`src/rtl/servo_pkg.sv`:
```
// Shared definitions for the servo actuator axis: state encoding and
// the internal sum width used by the centre-plus-action adder.
package servo_pkg;

    typedef enum logic [1:0] {
        IDLE   = 2'd0,
        RUN    = 2'd1,
        RAILED = 2'd2
    } state_t;

    // Adder width: wide enough for either operand plus sign and carry.
    function automatic int sum_width(input int action_w, input int ftw_w);
        return ((action_w > ftw_w) ? action_w : ftw_w) + 2;
    endfunction

    localparam int SUM_WIDTH = sum_width(32, 32);

endpackage

```
`src/rtl/ftw_saturate.sv`:
```
// Combinational clamp of a signed sum onto the unsigned tuning-word range.
module ftw_saturate #(
    parameter int SUM_WIDTH = 34,
    parameter int FTW_WIDTH = 32
) (
    input  logic signed [SUM_WIDTH-1:0] sum,
    output logic        [FTW_WIDTH-1:0] sat,
    output logic                        sat_hi,
    output logic                        sat_lo
);

    // Negative sums clamp to zero; any set bit above the FTW range clamps high.
    always_comb begin
        sat    = sum[FTW_WIDTH-1:0];
        sat_hi = 1'b0;
        sat_lo = 1'b0;
        if (sum[SUM_WIDTH-1]) begin
            sat    = '0;
            sat_lo = 1'b1;
        end else if (|sum[SUM_WIDTH-2:FTW_WIDTH]) begin
            sat    = '1;
            sat_hi = 1'b1;
        end
    end

endmodule

```
`src/rtl/servo_actuator_axis.sv`:
```
// Servo actuator axis: centre FTW plus signed servo action, clamped,
// decimated and streamed to the DDS over AXI-Stream, with a rail-fault
// state machine that parks the output at the centre FTW.
module servo_actuator_axis
    import servo_pkg::*;
#(
    parameter int ACTION_WIDTH = 32,
    parameter int FTW_WIDTH    = 32,
    parameter int DECIM_WIDTH  = 16,
    parameter int RAIL_LIMIT   = 64
) (
    input  logic                    clk,
    input  logic                    rst_n,
    input  logic                    enable,
    input  logic [ACTION_WIDTH-1:0] action,
    input  logic [FTW_WIDTH-1:0]    ftw_center,
    input  logic [DECIM_WIDTH-1:0]  decim,
    output logic [FTW_WIDTH-1:0]    m_axis_tdata,
    output logic                    m_axis_tvalid,
    input  logic                    m_axis_tready,
    output logic                    rail_hi,
    output logic                    rail_lo,
    output logic                    rail_fault,
    output logic [15:0]             overrun_cnt
);

    localparam int SUM_W = sum_width(ACTION_WIDTH, FTW_WIDTH);
    localparam int RUN_W = $clog2(RAIL_LIMIT + 1);

    state_t                  state;
    logic [RUN_W-1:0]        rail_run;

    logic [DECIM_WIDTH-1:0]  cnt;
    logic [DECIM_WIDTH-1:0]  decim_q;
    logic                    tick;

    logic signed [SUM_W-1:0] sum_d;
    logic signed [SUM_W-1:0] sum_q;
    logic                    s1_valid;

    logic [FTW_WIDTH-1:0]    sat_c;
    logic                    sat_hi_c;
    logic                    sat_lo_c;
    logic [FTW_WIDTH-1:0]    sat_q;
    logic                    sat_hi_q;
    logic                    sat_lo_q;
    logic                    s2_valid;

    logic                    load_req;
    logic                    load_ok;
    logic [FTW_WIDTH-1:0]    out_word;
    logic                    out_hi;
    logic                    out_lo;

    // Tick fires on the last count of each period, only once running.
    always_comb begin
        tick = enable && (state != IDLE) && (cnt == decim_q);
    end

    // Period counter; decim is latched at each wrap and while not running.
    always_ff @(posedge clk or negedge rst_n) begin
        if (!rst_n) begin
            cnt     <= '0;
            decim_q <= '0;
        end else if (!enable || state == IDLE) begin
            cnt     <= '0;
            decim_q <= decim;
        end else if (cnt == decim_q) begin
            cnt     <= '0;
            decim_q <= decim;
        end else begin
            cnt <= cnt + 1'b1;
        end
    end

    // Sign-extended action plus zero-extended centre word.
    always_comb begin
        sum_d = $signed({{(SUM_W-ACTION_WIDTH){action[ACTION_WIDTH-1]}}, action})
              + $signed({{(SUM_W-FTW_WIDTH){1'b0}}, ftw_center});
    end

    // Stage 1: capture the sum on each tick.
    always_ff @(posedge clk or negedge rst_n) begin
        if (!rst_n) begin
            s1_valid <= 1'b0;
            sum_q    <= '0;
        end else begin
            s1_valid <= tick;
            if (tick) begin
                sum_q <= sum_d;
            end
        end
    end

    ftw_saturate #(
        .SUM_WIDTH (SUM_W),
        .FTW_WIDTH (FTW_WIDTH)
    ) u_sat (
        .sum    (sum_q),
        .sat    (sat_c),
        .sat_hi (sat_hi_c),
        .sat_lo (sat_lo_c)
    );

    // Stage 2: register the clamped word; disabling discards it.
    always_ff @(posedge clk or negedge rst_n) begin
        if (!rst_n) begin
            s2_valid <= 1'b0;
            sat_q    <= '0;
            sat_hi_q <= 1'b0;
            sat_lo_q <= 1'b0;
        end else begin
            s2_valid <= s1_valid && enable;
            if (s1_valid) begin
                sat_q    <= sat_c;
                sat_hi_q <= sat_hi_c;
                sat_lo_q <= sat_lo_c;
            end
        end
    end

    // Word selection: a railed axis parks at the centre with flags clear.
    always_comb begin
        load_req = s2_valid && enable;
        load_ok  = !m_axis_tvalid || m_axis_tready;
        if (state == RAILED) begin
            out_word = ftw_center;
            out_hi   = 1'b0;
            out_lo   = 1'b0;
        end else begin
            out_word = sat_q;
            out_hi   = sat_hi_q;
            out_lo   = sat_lo_q;
        end
    end

    // Output slot: load when free or being emptied this cycle, else count a drop.
    always_ff @(posedge clk or negedge rst_n) begin
        if (!rst_n) begin
            m_axis_tdata  <= '0;
            m_axis_tvalid <= 1'b0;
            rail_hi       <= 1'b0;
            rail_lo       <= 1'b0;
            overrun_cnt   <= '0;
        end else if (load_req && load_ok) begin
            m_axis_tdata  <= out_word;
            m_axis_tvalid <= 1'b1;
            rail_hi       <= out_hi;
            rail_lo       <= out_lo;
        end else begin
            if (m_axis_tvalid && m_axis_tready) begin
                m_axis_tvalid <= 1'b0;
            end
            if (load_req && overrun_cnt != 16'hFFFF) begin
                overrun_cnt <= overrun_cnt + 16'd1;
            end
        end
    end

    // Rail supervisor: counts consecutive saturated words in RUN, latches RAILED.
    always_ff @(posedge clk or negedge rst_n) begin
        if (!rst_n) begin
            state    <= IDLE;
            rail_run <= '0;
        end else begin
            case (state)
                IDLE: begin
                    rail_run <= '0;
                    if (enable) begin
                        state <= RUN;
                    end
                end
                RUN: begin
                    if (!enable) begin
                        state    <= IDLE;
                        rail_run <= '0;
                    end else if (load_req) begin
                        if (sat_hi_q || sat_lo_q) begin
                            rail_run <= rail_run + 1'b1;
                            if (rail_run == RUN_W'(RAIL_LIMIT - 1)) begin
                                state <= RAILED;
                            end
                        end else begin
                            rail_run <= '0;
                        end
                    end
                end
                RAILED: begin
                    if (!enable) begin
                        state    <= IDLE;
                        rail_run <= '0;
                    end
                end
                default: begin
                    state    <= IDLE;
                    rail_run <= '0;
                end
            endcase
        end
    end

    // Fault flag mirrors the registered state.
    always_comb begin
        rail_fault = (state == RAILED);
    end

endmodule
```
`config.mk`:
```
export PLATFORM = sky130hd
export DESIGN_NAME = servo_actuator_axis
export DESIGN_NICKNAME = d
export VERILOG_FILES = /design/src/rtl/servo_pkg.sv /design/src/rtl/ftw_saturate.sv /design/src/rtl/servo_actuator_axis.sv
export SDC_FILE = /design/constraint.sdc
export NUM_CORES = 1
export LEC_CHECK = 0
export ABC_CLOCK_PERIOD_IN_PS = 2400
export CAP_MARGIN = 20
export CORE_UTILIZATION = 65
export CTS_BUF_LIST = sky130_fd_sc_hd__clkbuf_4
export DETAILED_ROUTE_END_ITERATION = 10
export DONT_BUFFER_PORTS = 1
export PLACE_DENSITY = 0.81
export SLEW_MARGIN = 10
export SYNTH_ARGS = -nofsm -noshare
export SYNTH_HDL_FRONTEND = slang
export SYNTH_SLANG_ARGS = --single-unit
```
`constraint.sdc`:
```
create_clock -name clk -period 2.4 [get_ports clk]
set_input_delay 0 -clock clk [delete_from_list [all_inputs] [get_ports clk]]
set_output_delay 0 -clock clk [all_outputs]
set_load 0.1 [all_outputs]
```
==> results of run 1 <==
synth_stat cells, drive strengths merged, types with 2 or more instances:
cell type  number
dfrtp         162
xor2           42
a21o           19
o31a            3
o21bai          6
o2111a          2
and3           15
nand3          27
ha             36
a221o           3
mux2i          34
a21oi          35
nor2          112
buf            12
xnor2          23
o31ai           6
and4            2
nand2         104
a31oi          10
or3             7
nand2b          4
and2            4
inv            24
o21a            6
nand4          15
nor4            6
a211o           2
a211oi          6
o21ai          90
a31o            2
mux2           51
nor2b           2
clkbuf         35
nor3           15
flip-flops by register name (all words and copies together), names as in the netlist:
name / cells
sat_lo_q: 1
m_axis_tvalid: 1
sat_q: 32
rail_hi: 1
sat_hi_q: 1
s2_valid: 1
sum_q: 34
cnt: 16
m_axis_tdata: 32
decim_q: 16
overrun_cnt: 16
s1_valid: 1
rail_lo: 1
rail_run: 7
state: 2
power by group:
group | leakage (µW) | internal, µW | total, µW | switching (µW)
Sequential | 0.00221 | 2750 | 2780 | 22.6
Combinational | 0.00269 | 364 | 768 | 405
Clock | 0.000131 | 563 | 1520 | 953
Total | 0.00502 | 3680 | 5060 | 1380
stage by stage:
stage | instances | setup WS (ps) | instance area, µm² | utilization (%) | power, µW
final | 1248 | 73.0 | 10600 | 79.7 | 5060
after global routing | 1248 | 48.0 | 10600 | 79.7 | 5280
after CTS | 1245 | 48.4 | 10600 | 79.5 | 5050
after detailed placement | 1135 | 83.7 | 9580 | 71.7 | 3440
after global placement | 1135 | 161 | 9580 | 71.7 | 3430
after floorplan | 935 | 0.796 | 8950 | - | 3310
cell type report:
type,instances,share of cell area [%]
Multi-Input combinational cell,702,43.5
Timing Repair Buffer,151,13.0
Antenna cell,1,0.0235
Tap cell,176,2.07
Sequential cell,162,38.2
Inverter,24,0.847
Clock buffer,22,1.55
Clock inverter,10,0.812
cells by family (layout without fill, tap and decap cells):
| family | Yosys count | after routing | synth area share (%) |
|---|---|---|---|
| simple gates | 317 | 317 | 15.8 |
| compound gates | 198 | 198 | 14.0 |
| flops | 162 | 162 | 45.3 |
| mux | 85 | 85 | 10.2 |
| buf+inv | 71 | 207 | 3.05 |
| xor+xnor | 65 | 65 | 6.37 |
| fa+ha+maj | 37 | 37 | 5.26 |
| other cells | 0 | 1 | 0 |
worst max-delay path, cell delays in order:
cell,delay (ps)
dlygate4sd3_1,560
ha_2,210
inv_1,50
fa_1,410
nor2b_2,160
o31a_1,200
o21ai_2,90
a211oi_2,290
o31a_1,230
nor3_4,60
o2111a_1,250
a221o_1,260
metal layers:
metal / track usage, % / routed length (µm) / share of wire, % / vias up
met5: 0 / 0 / 0 / -
li1: - / - / - / 3507
met4: 13.7 / 547 / 2.5 / 0
met3: 4.89 / 1420 / 6.6 / 52
met1: 42.2 / 9200 / 43 / 3535
met2: 50.5 / 10300 / 48 / 285
final timing paths:
path,slack (ps),from,end,cells after the start
max,70,action[0],sum_q[30],12
min,-890,rst_n,m_axis_tdata[7],0
max reg2reg,190,cnt[0],sum_q[30],6
min reg2reg,500,sum_q[12],sum_q[12],2
max in group asynchronous,3020,rst_n,decim_q[9],0
min in group clk,10,ftw_center[0],sum_q[0],4
what timing repair did:
| item | CTS | global route |
|---|---|---|
| endpoints found under the hold margin | 277 | 163 |
| setup endpoints to repair | 0 | 7 |
| buffers inserted | 0 | 1 |
| hold buffers | 78 | 1 |
| gates resized for setup | 0 | 3 |
==> impl_metrics.yaml, run 1 <==
status:
  status: "complete, but fails checks"
  violations: "hold timing"
floorplanning:
  placement_rows: 42
  dieWidth_um: 119
  die-area_mm2: 0.0142
  initial_utilization_pct: 67.0
  pin_count: 136
  die_height_um: 119
  core-area_mm2: 0.0133
logic_synthesis:
  syn-instance-count: 935
  synthArstFlopShare_pct: 100
  ys_ff_latch: 162
  synth-edff-count: 0
  synth_top_cell_area_share_pct: 45.3
  synth_flop_cell: "dfrtp_1"
  yosysWarnings: 0
  avgSynthCellArea_um2: 9.56
  ys_top_cells_by_area: "dfrtp_1 (45%), mux2_2 (6.4%), ha_1 (5.0%)"
  seq_area_frac_synth_pct: 45.3
  synth_fp_nets: 1056
  yosys.cell_types.count: 57
  netlist_area_mm2: 0.00894
  synth_area_leader_cell: "dfrtp_1"
clock_network:
  cts_buffers: 17
  cts.sinks: 162
  worstSkewPairLatency_ps: 570
  cts-htree-levels: 4
  tritoncts: "done"
  clockBufferDepth: 2
  path_clk_slew_ps: 130
  cts_root_buffer: "clkbuf_4"
flow_run:
  maxCapViolCount: 0
power_and_ir_drop:
  p_per_area_mw_per_mm2: 476
  p_leak_uw: 0.00502
  ir_drop_uv: 326
timing:
  max-slew-margin-rel_pct: 64.3
  fin_crit_sh_pct: 97.0
  tightestPinTransition_ps: 535
  fmax_ghz: 0.430
  setup_tns_ps: 0
  setup_viol: 0
  slew_violations: 0
  fin_skew_ps: 17.7
  period_needed_ps: 2330
  hold_viol_final: 162
  holdWs_ps: -894
  rsz0062_at_grt: "no"
detailed_routing:
  routed_via_density: 5.91
  drt_iter0_markers: 612
  drt.antenna.violating_nets: 0
  vias: 7379
  post-route-drc-count: 0
  wl_per_cell_um: 17.2
  firstDrtPassIters: 5
  postRouteWirelength_um: 21500
setup_path:
  worstSetupStartpointType: "primary input"
  worstSetupPathType: "in2reg"
  endpoint_kind: "register"
  cp.arrival_ps: 2780
  crit_fanout: 4
  required_ps: 2850
layout:
  register_area_mm2: 0.00406
  layout_commonest_cell: "dfrtp_1"
  layout_common_cells: "dfrtp_1 (157), nor2_1 (112), nand2_1 (103), dlygate4sd3_1 (78), o21ai_0 (77)"
  multi_input_area_mm2: 0.00463
  nFillCells: 871
  final_layout_size_suffix_gt1_share_pct: 16.4
  syn_to_final_growth_pct: 18.9
  nNetsFinal: 1179
global_route:
  grt-ovfl-total: 0
  grt_pass1_vias: 7244
  grt_pass1_wl_um: 35300
  grt_max_degree: 163
  antenna_found_initial: 1
  grt_usage_pct: 31.4
hold_path:
  hp-class: "in2async"
place:
  numPortBuffers: 0
  place_congestion: 0.892
  hpwl_um: 14200
No activity file was read; power rests on OpenSTA's default activity.
==> run 2, diff against run 1 <==
CELL_PAD_IN_SITES_DETAIL_PLACEMENT = 1   (was not set)
CELL_PAD_IN_SITES_GLOBAL_PLACEMENT = 1   (was not set)
CORE_UTILIZATION = 51   (was 65)
PLACE_DENSITY = not set   (was 0.81)
PLACE_DENSITY_LB_ADDON = 0.1   (was not set)
REMOVE_ABC_BUFFERS = 1   (was not set)
==> run 2 against run 1 <==
The flow still finishes with violations (hold timing). Utilization is 17 points lower. Sequential cell count unchanged. Non-clock buffer count increased by 7. Critical endpoint is now sum_q[33].
==> impl_metrics.yaml, run 2 (synthesized netlist as in run 1, its figures left out) <==
layout:
  largest_reg_flops: 34
  nNetsFinal: 1186
  layout_common_cells: "dfrtp_1 (162), nor2_1 (112), nand2_1 (103), dlygate4sd3_1 (84), o21ai_0 (77)"
  regMostFlops: "sum_q"
  largest_registers: "sum_q (34), m_axis_tdata (32), sat_q (32)"
  syn_to_final_growth_pct: 20.4
  instances_no_fill: 1304
  fin_area_mm2: 0.0108
  final_layout_size_suffix_gt1_share_pct: 16.4
  nFillCells: 1967
  layout_commonest_cell: "dfrtp_1"
timing:
  hold_viol_final: 162
  setup_tns_ps: 0
  slew_violations: 0
  period_needed_ps: 2380
  fmax_ghz: 0.420
  tightestPinTransition_ps: 686
  fin_crit_sh_pct: 99.3
  holdWs_ps: -888
  setup_viol: 0
  max-slew-margin-rel_pct: 54.3
  fin_skew_ps: 26.7
setup_path:
  critPathMaxStageDelay_ps: 610
  crit_fanout: 4
  timing.rr.end: "m_axis_tdata[0]"
  crit_path_frequent_cell: "dlygate4sd3_1"
  crit_buf_inv: 2
  cp_top_family: "buffers and inverters"
  cp.arrival_ps: 2830
  worstSetupPathType: "in2reg"
  reg2regPathDepth: 6
  rr_startpoint: "state[0]"
  cpMaxStageDelayCell: "dlygate4sd3_1"
  path_cells: "dlygate4sd3_1 > ha_4 > nand4_1 > o21ba_1 > o41a_4 > o31ai_4 > xnor2_1 > dlygate4sd3_1 > o21ai_1"
  rrSetupSlack_ps: 180
  required_ps: 2850
  endpoint_kind: "register"
  worstSetupStartpointType: "primary input"
detailed_routing:
  wirelength_met1_um: 11300
  dr.max_layer_used: "met4"
  post-route-drc-count: 0
  drt_iter0_markers: 388
  dr_wl_met3_um: 1080
  wl_per_cell_um: 20.4
  drt.antenna.violating_nets: 0
  firstDrtPassIters: 6
  vias: 7532
  postRouteWirelength_um: 26600
  routed_via_density: 5.78
  wl_met2_um: 13800
power_and_ir_drop:
  p_int_uw: 3560
  p_total_uw: 5070
  power_switching_share_pct: 29.9
  p_comb_share_pct: 16.2
  clkPwrFrac_pct: 29.1
  power_frac_seq_pct: 54.7
  ir_drop_uv: 331
  switching_power_uw: 1520
  p_per_area_mw_per_mm2: 471
  p_leak_uw: 0.00502
hold_path:
  hp-class: "in2async"
place:
  place_congestion: 0.892
  numPortBuffers: 0
  postPlaceCellArea_mm2: 0.00963
  placedCellCount: 1186
  hpwl_um: 17600
clock_network:
  cts.sinks: 162
  hold_buffers: 84
  cts-htree-levels: 4
  clockBufferDepth: 2
  worstSkewPairLatency_ps: 570
  tritoncts: "done"
  cts_root_buffer: "clkbuf_4"
  path_clk_slew_ps: 140
  cts_buffers: 17
global_route:
  grt_usage_pct: 30.7
  antenna_found_initial: 1
  grt_pass1_wl_um: 43100
  grt-ovfl-total: 0
  grt_max_degree: 163
  grt_pass1_vias: 8453
floorplanning:
  dieWidth_um: 134
  die_height_um: 134
  die-area_mm2: 0.0181
  pin_count: 136
  initial_utilization_pct: 51.9
  placement_rows: 48
  core-area_mm2: 0.0172
status:
  status: "complete, but fails checks"
  violations: "hold timing"
flow_run:
  maxCapViolCount: 0
==> run 2: cell types whose count changed in the layout (fill, tap and decap cells not counted), moves of 2 or more <==
| cell | delta |
|---|---|
| dlygate4sd3_1 | +6 |
| clkbuf_4 | -5 |
| dfrtp_1 | +5 |
| dfrtp_2 | -5 |
| inv_6 | +3 |
| buf_4 | +2 |
| clkinv_4 | +2 |
| ha_1 | -2 |
==> run 2: layout make-up <==
type                       instances  area, µm²  area share [%]
multi-input combinational        702       4660            43.3
sequential                       162       4050            37.7
timing repair buffer             158       1440            13.4
tap                              225        282            2.61
clock buffer                      17        128            1.19
clock inverter                    15        109            1.01
inverter                          24       90.1           0.837
antenna                            1       2.50          0.0232
==> run 2: power by group through the flow <==
stage                     logic (µW)  registers, µW  clock network (µW)
after global routing             892           2780                1610
after floorplan                  478           2820                   0
after global placement           620           2830                   0
after CTS                        783           2780                1520
final                            821           2780                1480
after detailed placement         643           2830                   0
==> run 2: routing by layer <==
layer / track usage (%) / vias up
li1: - / 3522
met1: 38.3 / 3807
met2: 53.9 / 167
met3: 5.48 / 36
met4: 9.93 / 0
met5: 0 / -
==> run 2: what timing repair did <==
action,4_1_cts,5_1_grt
resized for setup,0,8
setup endpoints to repair,0,3
hold endpoints to repair,260,162
buffers inserted,0,1
==> run 2: stage by stage <==
| step | utilization [%] | worst slack, ps |
|---|---|---|
| after floorplan | - | -349 |
| after global placement | 55.9 | 108 |
| final | 62.5 | 16.7 |
| after detailed placement | 55.9 | 22.5 |
| after CTS | 62.1 | 9.42 |
| after global routing | 62.5 | -14.9 |
==> run 2: worst max path at each step <==
stage / slack, ps / startpoint / cells past startpoint / end
after detailed placement: 20 / action[0] / 11 / sum_q[26]
final: 20 / ftw_center[5] / 9 / sum_q[33]
after global routing: -10 / ftw_center[5] / 9 / sum_q[33]
after floorplan: -350 / cnt[9] / 8 / sum_q[14]
after CTS: 9 / ftw_center[12] / 12 / sum_q[33]
after global placement: 110 / action[0] / 11 / sum_q[30]
